## src/rtl/cnn_pkg.sv

```systemverilog
// Shared constants for the CNN streaming blocks: default widths and
// the encoding of the two ping-pong destinations.
package cnn_pkg;

    localparam int DATA_W_DEF    = 16;
    localparam int BURST_LEN_DEF = 28;   // one MNIST row

    localparam logic DEST_A = 1'b1;
    localparam logic DEST_B = 1'b0;

endpackage : cnn_pkg

```

## src/rtl/ping_pong_demux_out_slot.sv

```systemverilog
// One-entry register slice with valid/ready handshake. The held word only
// changes on a load, so the data register is stable whenever the slot is
// empty or the consumer is stalling.
module out_slot #(
    parameter int DATA_W = 16
) (
    input  logic              clk,
    input  logic              reset,
    input  logic              load_i,
    input  logic [DATA_W-1:0] load_data_i,
    output logic              can_load_o,
    output logic [DATA_W-1:0] out_data_o,
    output logic              out_valid_o,
    input  logic              out_ready_i
);

    logic              valid_q, valid_d;
    logic [DATA_W-1:0] data_q,  data_d;

    // Slot accepts when empty or when its word leaves this same cycle.
    assign can_load_o  = ~valid_q | out_ready_i;
    assign out_data_o  = data_q;
    assign out_valid_o = valid_q;

    // Next-state: a load wins over a drain so back-to-back words keep valid high.
    always_comb begin
        valid_d = valid_q;
        data_d  = data_q;
        if (load_i) begin
            valid_d = 1'b1;
            data_d  = load_data_i;
        end else if (valid_q && out_ready_i) begin
            valid_d = 1'b0;
        end
    end

    // Slot registers; reset discards any held word.
    always_ff @(posedge clk) begin
        if (reset) begin
            valid_q <= 1'b0;
            data_q  <= '0;
        end else begin
            valid_q <= valid_d;
            data_q  <= data_d;
        end
    end

endmodule : out_slot

```

## src/rtl/ping_pong_demux.sv

```systemverilog
// Ping-pong demultiplexer: routes fixed-length bursts from one producer to
// consumer A or B, each output buffered by a one-entry slot (latency 1).
// Optional macro PINGPONG_AUTO_EN: destinations alternate A, B, A, ...
// starting with A after reset and sel is ignored; otherwise the destination
// is sel sampled on the first accepted word of each burst.
module ping_pong_demux
    import cnn_pkg::*;
#(
    parameter int DATA_W    = DATA_W_DEF,
    parameter int BURST_LEN = BURST_LEN_DEF
) (
    input  logic              clk,
    input  logic              reset,
    input  logic [DATA_W-1:0] in_data,
    input  logic              in_valid,
    output logic              in_ready,
    input  logic              sel,
    output logic [DATA_W-1:0] out_a_data,
    output logic              out_a_valid,
    input  logic              out_a_ready,
    output logic [DATA_W-1:0] out_b_data,
    output logic              out_b_valid,
    input  logic              out_b_ready,
    output logic              cur_dest,
    output logic              burst_done
);

    // A 1-word burst still needs a 1-bit counter that simply stays at zero.
    localparam int CNT_W = (BURST_LEN > 1) ? $clog2(BURST_LEN) : 1;
    localparam logic [CNT_W-1:0] CNT_LAST = CNT_W'(BURST_LEN - 1);

    logic [CNT_W-1:0] cnt_q, cnt_d;
    logic             dest_q, dest_d;
    logic             done_q, done_d;

    logic burst_start;
    logic new_dest;
    logic dest_now;
    logic accept;
    logic last_word;
    logic a_can_load, b_can_load;
    logic load_a, load_b;

    assign burst_start = (cnt_q == '0);
    assign last_word   = (cnt_q == CNT_LAST);

`ifdef PINGPONG_AUTO_EN
    logic prev_dest_q;
    logic unused_sel;

    assign unused_sel = sel;
    // prev_dest_q resets to B so the first burst after reset lands on A.
    assign new_dest   = ~prev_dest_q;

    // Remember the destination of the most recently started burst.
    always_ff @(posedge clk) begin
        if (reset) begin
            prev_dest_q <= DEST_B;
        end else if (accept && burst_start) begin
            prev_dest_q <= new_dest;
        end
    end
`else
    assign new_dest = sel;
`endif

    // The first word of a burst already goes to the freshly chosen output.
    assign dest_now = burst_start ? new_dest : dest_q;

    assign in_ready = ~reset & ((dest_now == DEST_A) ? a_can_load : b_can_load);
    assign accept   = in_valid & in_ready;
    assign load_a   = accept & (dest_now == DEST_A);
    assign load_b   = accept & (dest_now == DEST_B);

    assign cur_dest   = dest_q;
    assign burst_done = done_q;

    // Next-state for burst position, latched destination and done pulse.
    always_comb begin
        cnt_d  = cnt_q;
        dest_d = dest_q;
        done_d = accept & last_word;
        if (accept) begin
            cnt_d = last_word ? '0 : cnt_q + CNT_W'(1);
            if (burst_start) begin
                dest_d = dest_now;
            end
        end
    end

    // Burst control registers.
    always_ff @(posedge clk) begin
        if (reset) begin
            cnt_q  <= '0;
            dest_q <= DEST_A;
            done_q <= 1'b0;
        end else begin
            cnt_q  <= cnt_d;
            dest_q <= dest_d;
            done_q <= done_d;
        end
    end

    out_slot #(.DATA_W(DATA_W)) u_slot_a (
        .clk         (clk),
        .reset       (reset),
        .load_i      (load_a),
        .load_data_i (in_data),
        .can_load_o  (a_can_load),
        .out_data_o  (out_a_data),
        .out_valid_o (out_a_valid),
        .out_ready_i (out_a_ready)
    );

    out_slot #(.DATA_W(DATA_W)) u_slot_b (
        .clk         (clk),
        .reset       (reset),
        .load_i      (load_b),
        .load_data_i (in_data),
        .can_load_o  (b_can_load),
        .out_data_o  (out_b_data),
        .out_valid_o (out_b_valid),
        .out_ready_i (out_b_ready)
    );

endmodule : ping_pong_demux

```

## config.mk

```make
export PLATFORM = sky130hd
export DESIGN_NAME = ping_pong_demux
export DESIGN_NICKNAME = d
export VERILOG_FILES = /design/src/rtl/cnn_pkg.sv /design/src/rtl/ping_pong_demux_out_slot.sv /design/src/rtl/ping_pong_demux.sv
export SDC_FILE = /design/constraint.sdc
export NUM_CORES = 1
export LEC_CHECK = 0
export CAP_MARGIN = 20
export CORE_MARGIN = 2
export CORE_UTILIZATION = 42
export DETAILED_ROUTE_END_ITERATION = 7
export DONT_BUFFER_PORTS = 1
export PLACE_DENSITY = 0.64
export SLEW_MARGIN = 20
export SYNTH_ARGS = -nofsm -noshare
export SYNTH_HDL_FRONTEND = slang
export SYNTH_SLANG_ARGS = --single-unit
export TNS_END_PERCENT = 20
```

## constraint.sdc

```tcl
create_clock -name clk -period 4.9 [get_ports clk]
set_input_delay 1.225 -clock clk [delete_from_list [all_inputs] [get_ports clk]]
set_output_delay 1.225 -clock clk [all_outputs]
set_load 0.05 [all_outputs]
```

-- After elaboration in Yosys (flattened, before gate mapping)
Index checks and enable logic that the tools add are counted.
- multiplexer cells: 7
- bitwise logic cells: 11
- equality and inequality tests: 1
- reduce and logical (&&, ||, !) cells: 6
- add/sub/neg operators: 1
- operator list (operator ; number):
    2-to-1 mux 1 bit ; 6
    adder 5 x 1 -> 5 bit (second input constant) ; 1
    AND 1 bit ; 5
    equality test 5 bit (second input constant) ; 1
    logical NOT 5 bit ; 1
    2-to-1 mux 5 bit ; 1
    NOT 1 bit ; 4
    nonzero test 2 bit ; 2
    logical AND 1 bit ; 2
    bitwise OR 1 bit ; 2
    AND reduction 2 bit ; 1
- register bits after elaboration: 41
- bits of input ports: 22
- output and inout port bits: 37
- logic and storage cells: 33

-- Depth between registers and ports, before layout
- depth in word-level cells: 7
- depth in mapped cells: 9
- depth with buffers taken out: 7

-- Cells and area by module
From an unflattened synthesis, not the netlist that was laid out.
- cell total of the unflattened synthesis: 160
- area, all modules: 1716.6 µm²
- by module, submodules not included (module ; area an instance (µm²) ; sequential area each (µm²) ; cells an instance ; instances):
    out_slot ; 616.8 ; 340.3 ; 56 ; 2
    ping_pong_demux ; 483.0 ; 140.1 ; 48 ; 1

-- Least setup slack after synthesis
OpenSTA, ideal clock, no wires.
- path type: in2out
- start: input port sel
- end: output port in_ready
- stages on the path: 3
- required time: 3.675 ns
- arrival time: 2.589 ns
- slack: 1.086 ns
- cell sequence: mux2i_1 mux2_4 nor2_1
- longest elaborated chain between the ends: 3
- RTL lines (what ; RTL line ; text):
    from (decl) ; ping_pong_demux.sv:17 ; input logic sel,
    2-to-1 mux 1 bit ; ping_pong_demux.sv:68 ; assign dest_now = burst_start ? new_dest : dest_q;
    2-to-1 mux 1 bit ; ping_pong_demux.sv:70 ; assign in_ready = ~reset & ((dest_now == DEST_A) ? a_can_load : b_can_load);
    AND 1 bit ; ping_pong_demux.sv:70 ;
    to (decl) ; ping_pong_demux.sv:16 ; output logic in_ready,
No other way between the ends.

-- Worst setup path in the final report
Ends and elaborated chain as after synthesis.

==> run summary <==
Outcome = complete, no violations
Max-slew violation count = 0
Post-Syn Area per Cell = 9.855 um^2
Crit path buf inv count = 1
CTS tree = done
Via count = 1109
Die Ht = 65.66 um
Initial DRC Count = 81
Detailed placement HPWL = 2259 um
DRC = 0
Ys Warns = 0
Routed wire length = 3214 um
WP data required = 3.67 ns
Total CTS buffers = 5
Top Ports = 59
Count of final setup violators = 0
Pleak = 0.7498 nW
Sequential share of power = 0.601
RePlAce Congestion = 0.8537
RSZ-0062 raised after global routing = false
Design Area, Final = 0.001724 mm^2
Fin. Hold Viols = 0
Post-DP Area = 0.001637 mm^2
Grt ovf = 0
Largest delay share family, worst path = multiplexers
Die area = 0.004311 mm^2
Final nets = 186
GRT Overall Usage = 0.1543
Min cycle time layout = 3.566 ns
Layout cells sized above 1 = 0.07362
Power Density = 387.2 mW/mm^2
Number of global-route vias before repair = 1122
Initial antenna violation count = 0
Setup TNS = 0 ns
Worst skew pair latency = 0.29 ns
Clock power share = 0.321
Hold_ws = 0.5265 ns
Startpoint types = input pin
Routed wire per std cell = 15.23 um
Tightest Pin Transition = 0.9428 ns
Core ar. = 0.003661 mm^2
Vias/cell = 5.256
Initial core utilization = 0.4361
Post-cts sizing count = 0
Max-cap violations = 0
Slowest cell on crit path = mux2i_1
Post-CTS Setup Bufs = 0
H-Tree Depth = 2
CP Capture Type = output pin
VDD IR-drop max = 0.0001880 V
DR pass1 iterations = 4
Clock slew at reported path FFs = 0.08 ns
Max stage delay on crit path = 0.43 ns
Pint = 0.4722 mW
Switch share = 0.2927
Library cells used by synthesis = 22
Worst Setup Path Type = input pin to output pin
Slew headroom = 0.3699
Total power = 0.6676 mW
Seq/Total Area, Yosys = 0.5141
Non-Filler Instances = 211
Worst Hold Class = register to register
Synth-to-Final Area Change = 7.994%
Placed Instances = 203
CTS sink cnt = 41
Final ANT Viol Nets = 0
Max clock buf depth = 2
Largest net degree at the start of global routing = 43
# diodes = 0
Final period util = 0.7277
Synth Instances = 162
Synthesized flop and latch total = 41
Synthesized area = 0.001597 mm^2
Syn Nets = 186
Comb pwr share = 0.078
CP arrival = 2.34 ns
Die Wd = 65.66 um
CTS Root Cell = clkbuf_8
Worst Skew = 0.003557 ns
I/O Buffers = 0
FMAX = 0.2804 GHz
Rows = 22
Crit path cell chain = mux2i_1 > mux2_4 > nor2_1 > buf_4
Critical-path maximum fanout = 8
Count of hold-fix buffers inserted at cts = 0
First-pass GRT wire length = 5050 um
Sw Pwr = 0.1954 mW
==> layer usage <==
| layer | vias up | wire [um] | track usage |
|---|---|---|---|
| met1 | 524 | 1285 | 0.1656 |
| met4 | 0 | 14 | 0.04688 |
| met2 | 38 | 1666 | 0.2677 |
| met3 | 2 | 248 | 0.07192 |
| li1 | 545 | - | - |
| met5 | - | 0 | 0 |
==> flip-flops by register name, summed over array words and instances (netlist names) <==
signal                flops
burst_done                1
u_slot_a.out_valid_o      1
u_slot_a.out_data_o      16
u_slot_b.out_data_o      16
cur_dest                  1
cnt_q                     5
u_slot_b.out_valid_o      1
==> metrics by stage <==
stage	setup WS, ns	util
after floorplan	1.086	-
after global placement	1.384	0.4470
after detailed placement	1.337	0.4470
after CTS	1.321	0.4710
after global routing	1.227	0.4710
final	1.334	0.4710
==> worst reg2reg max path: cells and delay by family (launching register included) <==
| family | cells | cell delay [ns] |
|---|---|---|
| flops | 1 | 0.34 |
| buf+inv | 1 | 0.08 |
| fa+ha+maj | 1 | 0.14 |
| simple gates | 3 | 1.04 |
| mux | 2 | 0.90 |
==> power by group through the flow <==
| stage | Combinational (mW) | Sequential, mW | Clock (mW) |
|---|---|---|---|
| final | 0.0519 | 0.401 | 0.215 |
| after detailed placement | 0.0528 | 0.409 | 0 |
| after global routing | 0.0577 | 0.403 | 0.237 |
| after floorplan | 0.0493 | 0.406 | 0 |
| after CTS | 0.0527 | 0.401 | 0.222 |
| after global placement | 0.0501 | 0.409 | 0 |
==> cell usage after synthesis, drive strengths merged <==
cell	n	area, um^2
nand2	4	15.01
dfxtp	41	820.8
inv	4	15.01
a21oi	8	40.04
buf	3	17.52
clkbuf	6	22.52
nor4b	1	23.77
or4	1	7.510
nor3	3	15.01
mux2	1	15.01
nand4	3	18.77
a41oi	1	8.760
o21a	1	7.510
o21bai	1	7.510
mux2i	34	340.3
nand2b	1	6.260
nor2b	2	12.51
ha	2	25.02
nor2	38	142.6
nand3	3	15.01
o21ai	4	20.02
==> cell families (layout without fill, tap and decap cells) <==
kind of cell,count (synthesis),in the layout,share of synthesized area
AND/OR/NAND/NOR,56,56,0.1607
buffers and inverters,13,14,0.03448
multiplexers,35,35,0.2226
flip-flops,41,41,0.5141
AO/OA/AOI/OAI,15,15,0.05251
adder cells (fa/ha/maj),2,2,0.01567
==> final timing paths <==
kind	from	endpoint	slack, ns	cells past startpoint
worst max-delay path	sel	in_ready	1.33	4
worst min-delay path	cnt_q[1]	cnt_q[1]	0.53	2
worst max register to register	cnt_q[0]	u_slot_b.out_data_o[9]	2.28	7
worst min register to register	cnt_q[1]	cnt_q[1]	0.53	2
==> placed cells by master, fill, tap and decap left out, types with 3 or more instances in the layout <==
master,instances
nor2_1,38
mux2i_1,34
nand2_1,4
inv_1,4
clkbuf_8,5
nand4_1,3
nand3_1,3
dfxtp_1,41
o21ai_0,4
a21oi_1,8
==> cell type report <==
cell class	count	area, um^2
clock inverter	2	15.01
timing repair buffer	2	15.01
sequential	41	820.8
clock buffer	6	72.57
inverter	4	15.01
fill	348	1937
tap	48	60.06
multi-input combinational	108	725.7
Note: power is estimated with default switching activity, not from simulation.
==> edit: new RTL, config.mk and constraints unchanged <==
Build with the macro `PINGPONG_AUTO_EN` defined.
--- a/src/rtl/ping_pong_demux.sv
+++ b/src/rtl/ping_pong_demux.sv
@@ -4,4 +4,6 @@
 // starting with A after reset and sel is ignored; otherwise the destination
 // is sel sampled on the first accepted word of each burst.
+`define PINGPONG_AUTO_EN
+
 module ping_pong_demux
     import cnn_pkg::*;
Check against the original RTL: not equivalent (Yosys sat finds a counterexample within 4 cycles, from zero or initial values and one cycle with reset high).
==> edit against the original RTL <==
- area after synthesis is 4.9% higher
- worst setup slack worse by 0.21 ns
- power is 2.2% higher
- sequential cell count is 1 higher
- global-route usage is 0.47 points higher
- design area is 1.5% higher
- combinational power is 11% higher
- largest power group unchanged
- worst hold slack worse by 0.021 ns
- routed wire length is 5.4% higher
- cell count is 17% higher
==> edit: results (changes against the original RTL) <==
ys_top_cells_by_area: "dfxtp_1 (50%), nand2_1 (16%), a21oi_1 (9.9%), mux2_4 (2.7%), buf_6 (2.0%)"
finalClockSkew_ns: 0.00645  # +0.00289 ns
wirelength_um: 3390  # +5.4%
arrival_ns: 2.55  # +0.21 ns
first_global_vias: 1143  # +1.9%
synth_compound_area_share_pct: 12.9  # +7.7 points
avgSynthCellArea_um2: 8.33  # -15%
post_dp_cell_area_um2: 1660  # +1.7%
netlist_top_cells_count: "nand2_1 (71), dfxtp_1 (42), a21oi_1 (33)"
io_buffers: 0  # unchanged
dp_hpwl_um: 2350  # +3.9%
synth.net_count: 225  # +21%
via_count: 1263  # +14%
critPathMaxFanout: 6  # -2
clock_latency_ns: 0.29  # about the same
synth.distinct_cells: 31  # +41%
cts.clk_slew.worst_paths_ns: 0.07
drive_gt1_share_pct: 7.07  # -0.29 points
hold_end: "prev_dest_q$_SDFFE_PP0P_"
antenna_found_initial: 0  # unchanged
status: "finished clean"
clockBufferDepth: 2  # unchanged
grt_util_all_layers_pct: 15.9  # +0.47 points
htree_levels: 2  # unchanged
slowest_delay_ns: 0.67  # +0.24 ns
fin_setup_tns_ns: 0  # unchanged
rr_startpoint: "cnt_q[0]$_SDFFE_PP0N_"
hold-path-cell-count: 2  # unchanged
leakage_nw: 0.628  # -16%
critPathTopFamily: "simple AND/OR/NAND/NOR gates"
yosysSeqAreaShare_pct: 50.2  # -1.2 points
hold_class: "flip-flop to flip-flop"
placed_cells: 238  # +17%
hp-start: "prev_dest_q$_SDFFE_PP0P_"
grt_max_degree: 42  # -2.3%
dr.pass1.iters: 4  # unchanged
drt-initial-drc-count: 52  # -36%
r2r_slack_ns: 2.72  # +0.44 ns
nFillCells: 392  # +13%
grt_pass1_wl_um: 5350  # +5.9%
slowest_stage: "nor2_1"
fin_hold_ws_ns: 0.505  # -0.0212 ns
synth.area.mux_share_pct: 4.48  # -18 points
irDropWorstVdd_uv: 198  # +5.2%
cts_resized: 0  # unchanged
synth-xor-area-share_pct: 0  # unchanged
via_per_inst: 5.13  # -2.3%
r2r-end: "u_slot_a.out_data_o[1]$_SDFFE_PP0P_"
async_flop_share_pct: 0  # unchanged
synthAdderAreaFrac_pct: 1.49  # -0.073 points
cts_root_buf: "clkbuf_8"
relSlewSlack_pct: 41.9  # +4.9 points
gp_congestion: 0.778  # -8.9%
antenna_cells: 0  # unchanged
reg2reg_depth: 7  # unchanged
nNetsFinal: 221  # +19%
[edit: worst max-delay path by stage]
| stage | startpoint | endpoint | slack, ns | depth (start not counted) |
|---|---|---|---|---|
| global placement | out_a_ready | in_ready | 1.34 | 3 |
| detailed placement | out_a_ready | in_ready | 1.34 | 3 |
| floorplan | reset | in_ready | 1.39 | 3 |
| CTS | cnt_q[0]$_SDFFE_PP0N_ | in_ready | 1.11 | 6 |
| global route | cnt_q[1]$_SDFFE_PP0N_ | in_ready | 1.03 | 6 |
| finish | cnt_q[0]$_SDFFE_PP0N_ | in_ready | 1.13 | 6 |
[edit: area by class of cell]
class / instances / area [um2] / share of cell area, %
clock buffer: 6 / 72.6 / 4.15
clock inverter: 2 / 13.8 / 0.786
inverter: 4 / 15.0 / 0.858
multi-input combinational: 144 / 748 / 42.7
sequential: 42 / 841 / 48.0
tap: 48 / 60.1 / 3.43
[edit: cells by family (layout without fill, tap and decap cells)]
family,after synthesis,after routing
AO/OA/AOI/OAI,40,40
adder cells (fa/ha/maj),2,2
buffers and inverters,15,12
AND/OR/NAND/NOR,96,96
flip-flops,42,42
multiplexers,6,6
[edit: worst register-to-register path, cell delays in order (launching register included)]
cell and delay [ns]:
dfxtp_1 0.35, inv_1 0.09, ha_1 0.15, nor4b_4 0.27, mux2_4 0.38, or3_1 0.61, nand2_1 0.16, a21oi_1 0.07
[edit: layer usage]
metal  vias to the layer above  wire length (um)  track usage (%)
li1                        654                 -                -
met1                       563              1460             18.7
met2                        41              1550             25.2
met3                         5               327             6.33
met4                         0                47             7.65
met5                         -                 0                0
[edit: per-stage QoR]
stage	worst slack [ns]	total power [mW]
2_1_floorplan	1.39	0.472
3_3_place_gp	1.34	0.475
3_5_place_dp	1.34	0.476
4_1_cts	1.11	0.694
5_1_grt	1.03	0.716
6_report	1.13	0.682
[edit: power by group]
group,switching [mW],leakage [nW],internal (mW)
combinational,0.0335,0.242,0.0242
sequential,0.0524,0.341,0.357
clock,0.115,0.0452,0.100
